$ cat config.mk
export PLATFORM = sky130hd
export DESIGN_NAME = mem_arbiter
export DESIGN_NICKNAME = d
export VERILOG_FILES = /design/src/rtl/mem_arbiter.sv
export SDC_FILE = /design/constraint.sdc
export NUM_CORES = 1
export LEC_CHECK = 0
export BUFFER_PORTS_ARGS = -buffer_cell sky130_fd_sc_hd__buf_2
export CAP_MARGIN = 20
export CORE_AREA = 2 2 535 537
export CTS_CLUSTER_SIZE = 40
export DETAILED_ROUTE_END_ITERATION = 8
export DIE_AREA = 0 0 537 539
export GPL_ROUTABILITY_DRIVEN = 0
export PLACE_DENSITY = 0.3
export REMOVE_ABC_BUFFERS = 1
export SLEW_MARGIN = 10
export SYNTH_ARGS = -nofsm -noshare
export SYNTH_HDL_FRONTEND = slang
export SYNTH_SLANG_ARGS = --single-unit
export TNS_END_PERCENT = 30
$ cat constraint.sdc
create_clock -name clk -period 2.3 [get_ports clk]
set_clock_uncertainty 0.15 [all_clocks]
set_input_delay 0.115 -clock clk [delete_from_list [all_inputs] [get_ports clk]]
set_output_delay 0.115 -clock clk [all_outputs]
set_load 0.03 [all_outputs]
$ cat src/rtl/mem_arbiter.sv
// mem_arbiter: shares one cacheline adaptor between an icache and a dcache.
// A request seen in IDLE is latched (op, address, write line) and presented
// to the adaptor from those latched copies until pmem_resp, so the requesters
// may change or drop their inputs mid-transaction.
// Optional build macro ARB_RR_EN: simultaneous requests alternate between the
// caches via a last_grant register. Without it the dcache always wins a tie.
//
// state   | meaning
// --------+-----------------------------------------------------------
// IDLE    | no transaction; arbitrate among live requests
// GRANT_I | icache line read outstanding at the adaptor
// GRANT_D | dcache line read or writeback outstanding at the adaptor
module mem_arbiter #(
   parameter int LINE_W = 256,
   parameter int ADDR_W = 32
) (
   input  logic              clk,
   input  logic              rst,
   input  logic              i_read,
   input  logic [ADDR_W-1:0] i_addr,
   output logic [LINE_W-1:0] i_rdata,
   output logic              i_resp,
   input  logic              d_read,
   input  logic              d_write,
   input  logic [ADDR_W-1:0] d_addr,
   input  logic [LINE_W-1:0] d_wdata,
   output logic [LINE_W-1:0] d_rdata,
   output logic              d_resp,
   output logic              pmem_read,
   output logic              pmem_write,
   output logic [ADDR_W-1:0] pmem_addr,
   output logic [LINE_W-1:0] pmem_wdata,
   input  logic [LINE_W-1:0] pmem_rdata,
   input  logic              pmem_resp
);

   typedef enum logic [1:0] {
      IDLE    = 2'd0,
      GRANT_I = 2'd1,
      GRANT_D = 2'd2
   } state_t;

   state_t            state_q, state_d;
   logic              rd_q, rd_d;
   logic              wr_q, wr_d;
   logic [ADDR_W-1:0] addr_q, addr_d;
   logic [LINE_W-1:0] wdata_q, wdata_d;
   logic              d_req;
   logic              pick_d;
`ifdef ARB_RR_EN
   // 1 when the most recent grant went to the dcache
   logic              last_grant_q, last_grant_d;
`endif

   assign d_req = d_read | d_write;

   // Arbitration winner: dcache on a tie unless round-robin says it went last
`ifdef ARB_RR_EN
   assign pick_d = d_req & (~i_read | ~last_grant_q);
`else
   assign pick_d = d_req;
`endif

   // Next-state and latch-capture logic
   always_comb begin
      state_d = state_q;
      rd_d    = rd_q;
      wr_d    = wr_q;
      addr_d  = addr_q;
      wdata_d = wdata_q;
`ifdef ARB_RR_EN
      last_grant_d = last_grant_q;
`endif
      case (state_q)
         IDLE: begin
            if (pick_d) begin
               state_d = GRANT_D;
               // a simultaneous read+write request is served as the writeback
               wr_d    = d_write;
               rd_d    = ~d_write;
               addr_d  = d_addr;
               wdata_d = d_wdata;
`ifdef ARB_RR_EN
               last_grant_d = 1'b1;
`endif
            end else if (i_read) begin
               state_d = GRANT_I;
               rd_d    = 1'b1;
               wr_d    = 1'b0;
               addr_d  = i_addr;
               wdata_d = '0;
`ifdef ARB_RR_EN
               last_grant_d = 1'b0;
`endif
            end
         end
         GRANT_I, GRANT_D: begin
            if (pmem_resp) begin
               state_d = IDLE;
               rd_d    = 1'b0;
               wr_d    = 1'b0;
            end
         end
         default: begin
            state_d = IDLE;
            rd_d    = 1'b0;
            wr_d    = 1'b0;
         end
      endcase
   end

   // State and latched transaction registers; reset drops any outstanding request
   always_ff @(posedge clk or negedge rst) begin
      if (!rst) begin
         state_q <= IDLE;
         rd_q    <= 1'b0;
         wr_q    <= 1'b0;
         addr_q  <= '0;
         wdata_q <= '0;
`ifdef ARB_RR_EN
         last_grant_q <= 1'b0;
`endif
      end else begin
         state_q <= state_d;
         rd_q    <= rd_d;
         wr_q    <= wr_d;
         addr_q  <= addr_d;
         wdata_q <= wdata_d;
`ifdef ARB_RR_EN
         last_grant_q <= last_grant_d;
`endif
      end
   end

   assign pmem_read  = rd_q;
   assign pmem_write = wr_q;
   assign pmem_addr  = addr_q;
   assign pmem_wdata = wdata_q;

   assign i_resp  = (state_q == GRANT_I) & pmem_resp;
   assign d_resp  = (state_q == GRANT_D) & pmem_resp;
   assign i_rdata = i_resp ? pmem_rdata : '0;
   assign d_rdata = d_resp ? pmem_rdata : '0;

endmodule

Yosys cells after proc, flatten, opt, wreduce, memory -nomap -nowiden
Index checks and enable logic that the tools add are counted.

Add/sub/neg operators: 0. $mul: 0. Div/mod/pow operators: 0. Magnitude comparators: 0. Eq/ne operators: 4. Shifts and indexed selects: 0. Multiplexer cells: 17. Bitwise logic cells: 4. Reduce and logical (&&, ||, !) cells: 5.

Operator list (count): $mux W256 (4); $mux W32 (2); $mux W2 (3); $mux W1 (5); $pmux W1 S2 (2); $pmux W2 S2 (1); $reduce_and A2 Y1 (2); $ne A3 B3 Y1 const B (1); $and A1 B1 Y1 (2); $eq A2 B1 Y1 const B (1); $eq A2 B2 Y1 const B (1); $logic_not A2 Y1 (1); $ne A2 B2 Y1 const B (1); $reduce_bool A2 Y1 (1); $reduce_or A2 Y1 (1); $not A1 Y1 (1); $or A1 B1 Y1 (1).

Bits in registers: 292. Latch bits: 0. Memory bits (writable): 0. Bits in read-only memories: 0. Bits of input ports: 582. Output and inout port bits: 804. Logic and storage cells: 35. Memories: 0.

Logic depth before layout (Yosys ltp)
Gate-level depths: netlist of run 1.

Depth in word-level cells: 4. Gate-level depth with buffers: 7. Gate-level depth less buffers: 5.

Worst setup path after synthesis of run 1
No wires, ideal clock.

Path type: flip-flop to output port. From: register state_q[0]. To: output d_rdata[100]. Data arrival time: 1.483 ns. Data required time: 2.035 ns. Setup slack: 0.552 ns. Cell stages (with the launch flop): 6. Path buffers: 2. Cells stage by stage: dfrtp_1 -> inv_1 -> ha_1 -> clkbuf_1 -> clkbuf_1 -> and3_1.

Word-level cells in the longest chain between the ends: 3.

Ends and longest elaborated chain: start: declaration (line 43) `state_t state_q, state_d;`; start signal: assignment (line 124) `state_q <= state_d;`; $eq A2 B2 Y1 (line 141) `assign d_resp = (state_q == GRANT_D) & pmem_resp;`; $and A1 B1 Y1 (line 141); $mux W256 (line 143) `assign d_rdata = d_resp ? pmem_rdata : '0;`; end: declaration (line 27) `output logic [LINE_W-1:0] d_rdata,`.

Every way passes these cells.

Worst setup path after layout of run 1
From: register state_q[0]. To: output i_rdata[215].

Word-level cells in the longest chain between the ends: 3.

Ends and longest elaborated chain: $eq A2 B1 Y1 (line 140) `assign i_resp = (state_q == GRANT_I) & pmem_resp;`; $and A1 B1 Y1 (line 140); $mux W256 (line 142) `assign i_rdata = i_resp ? pmem_rdata : '0;`; end: declaration (line 21) `output logic [LINE_W-1:0] i_rdata,`.

Every way passes these cells.

==> metrics.md, run 1 <==
| Metric | Value |
|---|---|
| Result of the run | `complete, but fails checks` |
| Violations in the final reports | `negative setup slack` |
| Min-delay worst type | `primary input to flip-flop` |
| Post-route ant nets | `0` |
| Avg Vias per Cell | `2.83` |
| Data required, critical path | `approximately 2.0 ns` |
| Share of power burned in the clock network | `0.141` |
| Register-to-Register Setup Slack | `about 0.11 ns` |
| Detailed-routed wire length on met2 | `around 81000 um` |
| Core region area | `roughly 0.28 mm2` |
| Boundary pin count | `roughly 1400` |
| Pre-antenna DRT Iters | `5` |
| Reported net switching power | `about 22 mW` |
| Commonest non-fill, non-tap cells in the layout | `buf_2, and3_1, dlygate4sd3_1, dfrtp_1, a22o_1` |
| Kind of critical path | `flip-flop to output pin` |
| Most common library cell in the layout ignoring fill and taps | `buf_2` |
| Peak VDD IR | `around 0.72 mV` |
| F_max | `around 400 MHz` |
| Max clock buf depth | `3` |
| Number of cells produced by synthesis | `around 1400` |
| Total count of hold-check failures in the final report | `0` |
| Die X | `between 500 and 600 um` |
| Library cell occupying the most area in the post-synthesis netlist | `dfrtp_1` |
| Worst-case setup margin in the final layout | `-0.218 ns` |
| Synth top area cells | `dfrtp_1, and3_1, a22o_1` |
| Via total after detailed routing | `a little under 20000` |
| Metal1 wirelength | `58600 um` |
| # clock sinks | `292` |
| Maximum number of pins on one net before global-route repair | `127` |
| Minimum clock period | `about 2.5 ns` |
| Actual slew at the worst max-slew pin | `roughly 0.55 ns` |
| Filler cells | `32800` |
| Remaining design rule violation count | `0` |
| Share of the synthesized area in the top cell type | `0.508` |
| P per Cell Area | `around 1300 mW/mm2` |
| Fraction of the cycle the final worst path needs | `1.09` |
| Sequential fraction of the synthesis area | `0.508` |
| Number of buffers created by CTS | `37` |
| Area of the die | `just under 0.3 mm2` |
| Cell area after technology mapping | `0.0144 mm2` |
| Clock-pin slew of the registers on the worst-case setup and hold paths | `roughly 0.060 ns` |
| WP data arrival | `2.25 ns` |
| Comb power frac | `0.640` |
| Synth cell types | `20` |
| CTS H-tree depth | `2` |
| Final core utilization | `0.118` |
| Insertion delay of the later-clocked pin in the worst-skew pair | `between 0.5 and 0.6 ns` |
| Synthesis-stage register bit count | `between 200 and 300` |
| Leftover overflow at the end of global routing | `0` |
| Critical-path cell list | `buf_6 -> ha_4 -> buf_16 -> buf_8 -> and3_2 -> buf_4` |
| Detailed placement HPWL | `140000 um` |
| Origin of the worst min-delay path | `d_read` |
| Global-route wire length before repair | `between 200000 and 250000 um` |
| Die Ht | `between 500 and 600 um` |
| Warning count from the yosys run | `0` |
| Setup crit start kind | `flip-flop` |
| Starting Density | `0.0506` |
| P_leak | `17.4 nW` |
| Number of maximum-capacitance constraint violations | `0` |
| Via count of the first global-routing pass | `19700` |
| Post-Route WL | `roughly 170000 um` |
| Number of design-rule violations left by the first detailed-router iteration | `between 1000 and 1500` |
| Ratio of cells with drive above 1 in the final layout | `0.527` |
| Clock tree from TritonCTS | `done` |
| Crit. Startpoint | `state_q[0]` |
| Area added between synthesis and finish | `132%` |
| Remaining max-slew budget at the tightest pin | `0.635` |
| Overall routing resource usage | `0.108` |
| Async set or reset register ratio after synthesis | `1.00` |
| Cell area after layout | `approximately 0.033 mm2` |
| Cell Rows | `around 200` |
| Number of port buffers | `between 1000 and 1500` |
| Worst path slowest cell | `dfrtp_1` |
| Crit path capture type | `output pin` |
| Placed instance area | `roughly 0.027 mm2` |
| Worst flop-to-flop path startpoint | `state_q[0]` |
| Most frequently used flop master after synthesis | `dfrtp_1` |
| Count of flip-flops with a built-in enable after synthesis | `0` |
| Part of the total power dissipated in sequential elements | `0.219` |
| Critical path fanouts, max | `15` |
| Average cell area after synthesis | `10.6 um2` |
| Delay of the slowest cell on the worst path | `0.40 ns` |
| Setup repair after global routing missed its margin | `true` |
| Average routed wire per standard cell | `24.1 um` |
| Cell internal pwr | `20.4 mW` |
| Number of antenna violations at the first check in global routing | `approximately 150` |
| Final setup violation count | `between 400 and 500` |
| Switching power share of the total | `0.517` |
| Post-layout net count | `around 3600` |
| Sum of met3 wire segment lengths after detailed routing | `18700 um` |
| Final Slew Violations | `0` |
| Root buffer cell | `clkbuf_16` |
| Top layer used by detailed routing | `met5` |
[power groups by stage]
stage | registers, mW | clock network, mW | logic (mW)
5_1_grt | 9.57 | 6.43 | 28.7
6_report | 9.23 | 5.94 | 27.0
3_5_place_dp | 9.20 | 0 | 24.7
2_1_floorplan | 13.7 | 0 | 7.60
3_3_place_gp | 9.40 | 0 | 24.6
4_1_cts | 9.29 | 6.30 | 27.0
[worst max-delay path: cells and delay by family, from the launching register on]
family	cells	cell delay (ns)
simple gates	1	0.27
buf+inv	4	0.72
fa+ha+maj	1	0.17
flops	1	0.40
[layout make-up]
type | count | area, um2 | area share
inverter | 4 | 15.0 | 0.000450
multi-input combinational | 884 | 6420 | 0.192
timing repair buffer | 1842 | 13700 | 0.409
tap | 3762 | 4710 | 0.141
clock buffer | 48 | 987 | 0.0296
sequential | 292 | 7310 | 0.219
clock inverter | 19 | 189 | 0.00566
antenna | 38 | 95.1 | 0.00285
[Yosys cell counts, types with 2 or more instances]
cell type and instances:
and3_1 512, dfrtp_1 292, a22o_1 257, clkbuf_1 117, buf_4 33, nand2_1 33, o21ai_0 33, mux2i_1 32
buf_2 28, a21oi_1 4, inv_1 4, ha_1 3, and2_1 2, buf_6 2, nand2b_1 2, nor2_4 2
[what timing repair did]
| item | CTS | global route |
|---|---|---|
| cloned | 9 | 6 |
| hold buffers | 329 | 0 |
| endpoints found under the setup margin | 508 | 513 |
| resized for setup | 218 | 162 |
| endpoints found under the hold margin | 584 | 0 |
| buffers inserted | 6 | 3 |
| pin swaps | 9 | 0 |
[flip-flops by register name (all words and copies together), names as in the netlist]
name,cells
pmem_wdata,256
pmem_addr,32
state_q,2
pmem_read,1
pmem_write,1
[final timing paths]
path                       depth (start not counted)              end
max in group asynchronous                          5   pmem_wdata[91]
hold / removal                                     6  pmem_wdata[116]
setup / recovery                                   6     i_rdata[215]
setup reg to reg                                   8    pmem_addr[18]
hold reg to reg                                    2    pmem_addr[20]
min in group asynchronous                          4   pmem_wdata[64]
[routing by layer]
| layer | vias up | track usage |
|---|---|---|
| li1 | 8531 | - |
| met4 | 16 | 0.0373 |
| met5 | - | 0 |
| met3 | 283 | 0.0482 |
| met1 | 9357 | 0.111 |
| met2 | 1301 | 0.191 |
[cell families after synthesis]
family | share of synthesized area
AO/OA/AOI/OAI | 0.172
adder cells (fa/ha/maj) | 0.00261
buffers and inverters | 0.0601
flip-flops | 0.508
multiplexers | 0.0223
AND/OR/NAND/NOR | 0.235
[per-stage QoR]
stage / setup WS (ns) / std cells / power (mW) / TNS [ns] / hold slack [ns]
CTS: -0.308 / 6844 / 42.5 / -108.11 / 0.0475
global placement: 0.205 / 6433 / 34.0 / 0 / -0.0440
detailed placement: 0.163 / 6433 / 33.9 / 0 / -0.0372
finish: -0.218 / 6889 / 42.1 / -46.02 / 0.105
floorplan: -4.46 / 1180 / 21.3 / -2227.16 / -0.331
global route: -0.282 / 6875 / 44.7 / -98.74 / 0.0839
Note: power is estimated with default switching activity, not from simulation.
==> run 2: changes to the inputs <==
--- a/config.mk
+++ b/config.mk
@@ -14,6 +14,7 @@
 export GPL_ROUTABILITY_DRIVEN = 0
 export PLACE_DENSITY = 0.3
 export REMOVE_ABC_BUFFERS = 1
+export SETUP_SLACK_MARGIN = 0.5
 export SLEW_MARGIN = 10
 export SYNTH_ARGS = -nofsm -noshare
 export SYNTH_HDL_FRONTEND = slang
==> run 2 against run 1 <==
  * The flow still finishes with violations (negative setup slack)
  * Flip-flop and latch count unchanged
  * Combinational power up 5%
  * Wire length up 1.7%
  * Clock-buffer cell count unchanged
  * Die area unchanged
  * Maximum frequency down 0.90%
  * Core utilization up 0.32 points
  * Critical path depth unchanged
==> metrics.md, run 2 (synthesis results as in run 1) <==
| Metric | Value |
|---|---|
| Worst hold margin | `0.118 ns (+0.0127 ns)` |
| Setup repair after global routing missed its margin | `true` |
| Total buffers and inverters traversed by the critical path | `4 (unchanged)` |
| Reported net switching power | `22.2 mW (+1.9%)` |
| # clock sinks | `292 (unchanged)` |
| Boundary pin count | `1386 (unchanged)` |
| Switching power share of the total | `0.510 (-0.00638)` |
| Number of port buffers | `1385 (unchanged)` |
| Pre-antenna DRT Iters | `8 (+3)` |
| Die Ht | `539 um (unchanged)` |
| Data required, critical path | `2.04 ns (about the same)` |
| Leftover overflow at the end of global routing | `0 (unchanged)` |
| Setup crit start kind | `flip-flop` |
| Avg Vias per Cell | `2.83 (about the same)` |
| Ratio of cells with drive above 1 in the final layout | `0.554 (+0.0266)` |
| Commonest non-fill, non-tap cells in the layout | `buf_2, and3_1, dlygate4sd3_1, dfrtp_1, a22o_1` |
| Average routed wire per standard cell | `24.4 um (+1.4%)` |
| CTS H-tree depth | `2 (unchanged)` |
| Worst flop-to-flop path startpoint | `state_q[0]` |
| Number of maximum-capacitance constraint violations | `0 (unchanged)` |
| Worst hold endpoint | `pmem_wdata[189]` |
| Final setup violation count | `512 (+8.0%)` |
| Actual slew at the worst max-slew pin | `0.561 ns (+0.00982 ns)` |
| Starting Density | `0.0506 (unchanged)` |
| Most common library cell in the layout ignoring fill and taps | `buf_2` |
| Via count of the first global-routing pass | `19700 (-0.13%)` |
| P per Cell Area | `1270 mW/mm2 (+0.37%)` |
| Cell family contributing the most delay on the critical path | `buffers and inverters` |
| Via total after detailed routing | `19500 (+0.25%)` |
| Number of antenna violations at the first check in global routing | `143 (-2.1%)` |
| Violations in the final reports | `negative setup slack` |
| Remaining max-slew budget at the tightest pin | `0.629 (-0.00650)` |
| Cell Rows | `196 (unchanged)` |
| Core region area | `0.284 mm2 (unchanged)` |
| Remaining design rule violation count | `0 (unchanged)` |
| Critical path fanouts, max | `17 (+2)` |
| Flip-flop count of the largest register after layout | `256 (unchanged)` |
| Root buffer cell | `clkbuf_16` |
| Worst slack, placed | `0.163 ns (unchanged)` |
| Filler cells | `32700 (-0.27%)` |
| Worst path slowest cell | `dfrtp_1` |
| Post-Route WL | `169000 um (+1.7%)` |
| Die X | `537 um (unchanged)` |
| Register-to-Register Setup Slack | `0.10 ns (about the same)` |
| P_leak | `17.4 nW (+0.39%)` |
| Clock-pin slew of the registers on the worst-case setup and hold paths | `0.06 ns (about the same)` |
| Minimum clock period | `2.54 ns (+0.0229 ns)` |
| Cell total after placement | `6433 (unchanged)` |
| Share of power burned in the clock network | `0.137 (-0.004)` |
| Non-filler instance count after layout | `6908 (+0.28%)` |
| Post-layout net count | `3660 (+0.38%)` |
| Min-delay worst type | `primary input to flip-flop` |
| Global-route wire length before repair | `206000 um (+0.17%)` |
| F_max | `393 MHz (-0.90%)` |
| Worst-case setup margin in the final layout | `-0.241 ns (-0.0229 ns)` |
| Area of the die | `0.289 mm2 (unchanged)` |
| Library cell appearing most often on the critical path | `buf_4` |
| Number of design-rule violations left by the first detailed-router iteration | `1259 (+0.72%)` |
| Overall routing resource usage | `0.108 (+0.000161)` |
| Endpoint of the most critical register-to-register path | `pmem_wdata[195]` |
| Max clock buf depth | `3 (unchanged)` |
| Final Slew Violations | `0 (unchanged)` |
| Delay of the slowest cell on the worst path | `0.39 ns (about the same)` |
| Peak VDD IR | `0.697 mV (-2.6%)` |
| WP data arrival | `2.28 ns (+0.03 ns)` |
| Cell internal pwr | `21.3 mW (+4.5%)` |
| Post-route ant nets | `0 (unchanged)` |
| Comb power frac | `0.651 (+0.011)` |
| Critical-path cell list | `buf_4 -> ha_4 -> buf_16 -> clkbuf_16 -> and3_1 -> buf_4` |
| Total count of hold-check failures in the final report | `0 (unchanged)` |
| Number of buffers created by CTS | `37 (unchanged)` |
| Kind of critical path | `flip-flop to output pin` |
| Area added between synthesis and finish | `138%` |
| Detailed placement HPWL | `140000 um (unchanged)` |
| Fraction of the cycle the final worst path needs | `1.10 (+0.00994)` |
| Origin of the worst min-delay path | `d_wdata[189]` |
| Maximum number of pins on one net before global-route repair | `127 (unchanged)` |
| Result of the run | `complete, but fails checks` |
| Insertion delay of the later-clocked pin in the worst-skew pair | `0.58 ns (about the same)` |
| Clock tree from TritonCTS | `done` |
| Cells on Worst Hold Path | `3 (-3)` |
| Part of the total power dissipated in sequential elements | `0.212 (-0.007)` |
| Number of cells on the worst reg-to-reg path | `9 (+1)` |
| Crit path capture type | `output pin` |
## run 2: cell count changes in the layout (fill, tap and decap cells not counted), sizes merged
cell,delta
clkbuf,-4
bufbuf,-1
diode,+5
buf,+22
dlygate4sd3,-3
## run 2: area by class of cell
class / instances / area (um2) / share of cell area
timing repair buffer: 1856 / 14200 / 0.414
tap: 3762 / 4710 / 0.137
inverter: 4 / 15.0 / 0.000438
multi-input combinational: 884 / 6790 / 0.198
antenna: 43 / 108 / 0.00314
clock buffer: 48 / 987 / 0.0288
clock inverter: 19 / 189 / 0.00551
sequential: 292 / 7310 / 0.213
## run 2: how the worst max path moves through the flow
stage / start / depth (start not counted) / end / slack (ns)
after floorplan: d_write / 2 / pmem_addr[0] / -4.46
after global placement: state_q[0] / 7 / pmem_wdata[101] / 0.21
after detailed placement: state_q[0] / 7 / pmem_wdata[195] / 0.16
after CTS: state_q[0] / 7 / d_rdata[78] / -0.29
after global routing: state_q[1] / 6 / i_rdata[57] / -0.29
final: state_q[0] / 6 / i_rdata[116] / -0.24
## run 2: per-stage QoR
stage	instance area, um2	util	TNS [ns]	total power [mW]
5_1_grt	34200	0.121	-114.74	46.1
6_report	34300	0.121	-60.72	43.4
3_5_place_dp	27300	0.0960	0	33.9
4_1_cts	32800	0.116	-107.67	42.9
3_3_place_gp	27300	0.0960	0	34.0
2_1_floorplan	13500	-	-2227.16	21.3
## run 2: timing repair
action,CTS,global route
pin swaps,4,19
gates cloned,12,14
gates resized for setup,235,306
endpoints found under the setup margin,802,803
buffers inserted,6,8
hold endpoints to repair,584,0
hold buffers,325,0
## run 2: power groups by stage
stage                     clock (mW)  sequential (mW)  combinational (mW)
after floorplan                    0             13.7                7.60
after global placement             0             9.40                24.6
after detailed placement           0             9.20                24.7
after CTS                       6.30             9.29                27.3
after global routing            6.42             9.57                30.1
final                           5.93             9.23                28.3
## run 2: metal layers
layer | part of all wire | up-vias | GRT usage
li1 | - | 8580 | -
met1 | 0.35 | 9331 | 0.112
met2 | 0.49 | 1305 | 0.193
met3 | 0.11 | 301 | 0.0463
met4 | 0.040 | 20 | 0.0353
met5 | 0.00080 | - | 0
## run 2: worst reg2reg max path: cells and delay by family (launching register included)
kind | cells | cell delay, ns
adder cells (fa/ha/maj) | 1 | 0.27
AO/OA/AOI/OAI | 2 | 0.41
flip-flops | 1 | 0.39
buffers and inverters | 6 | 0.87
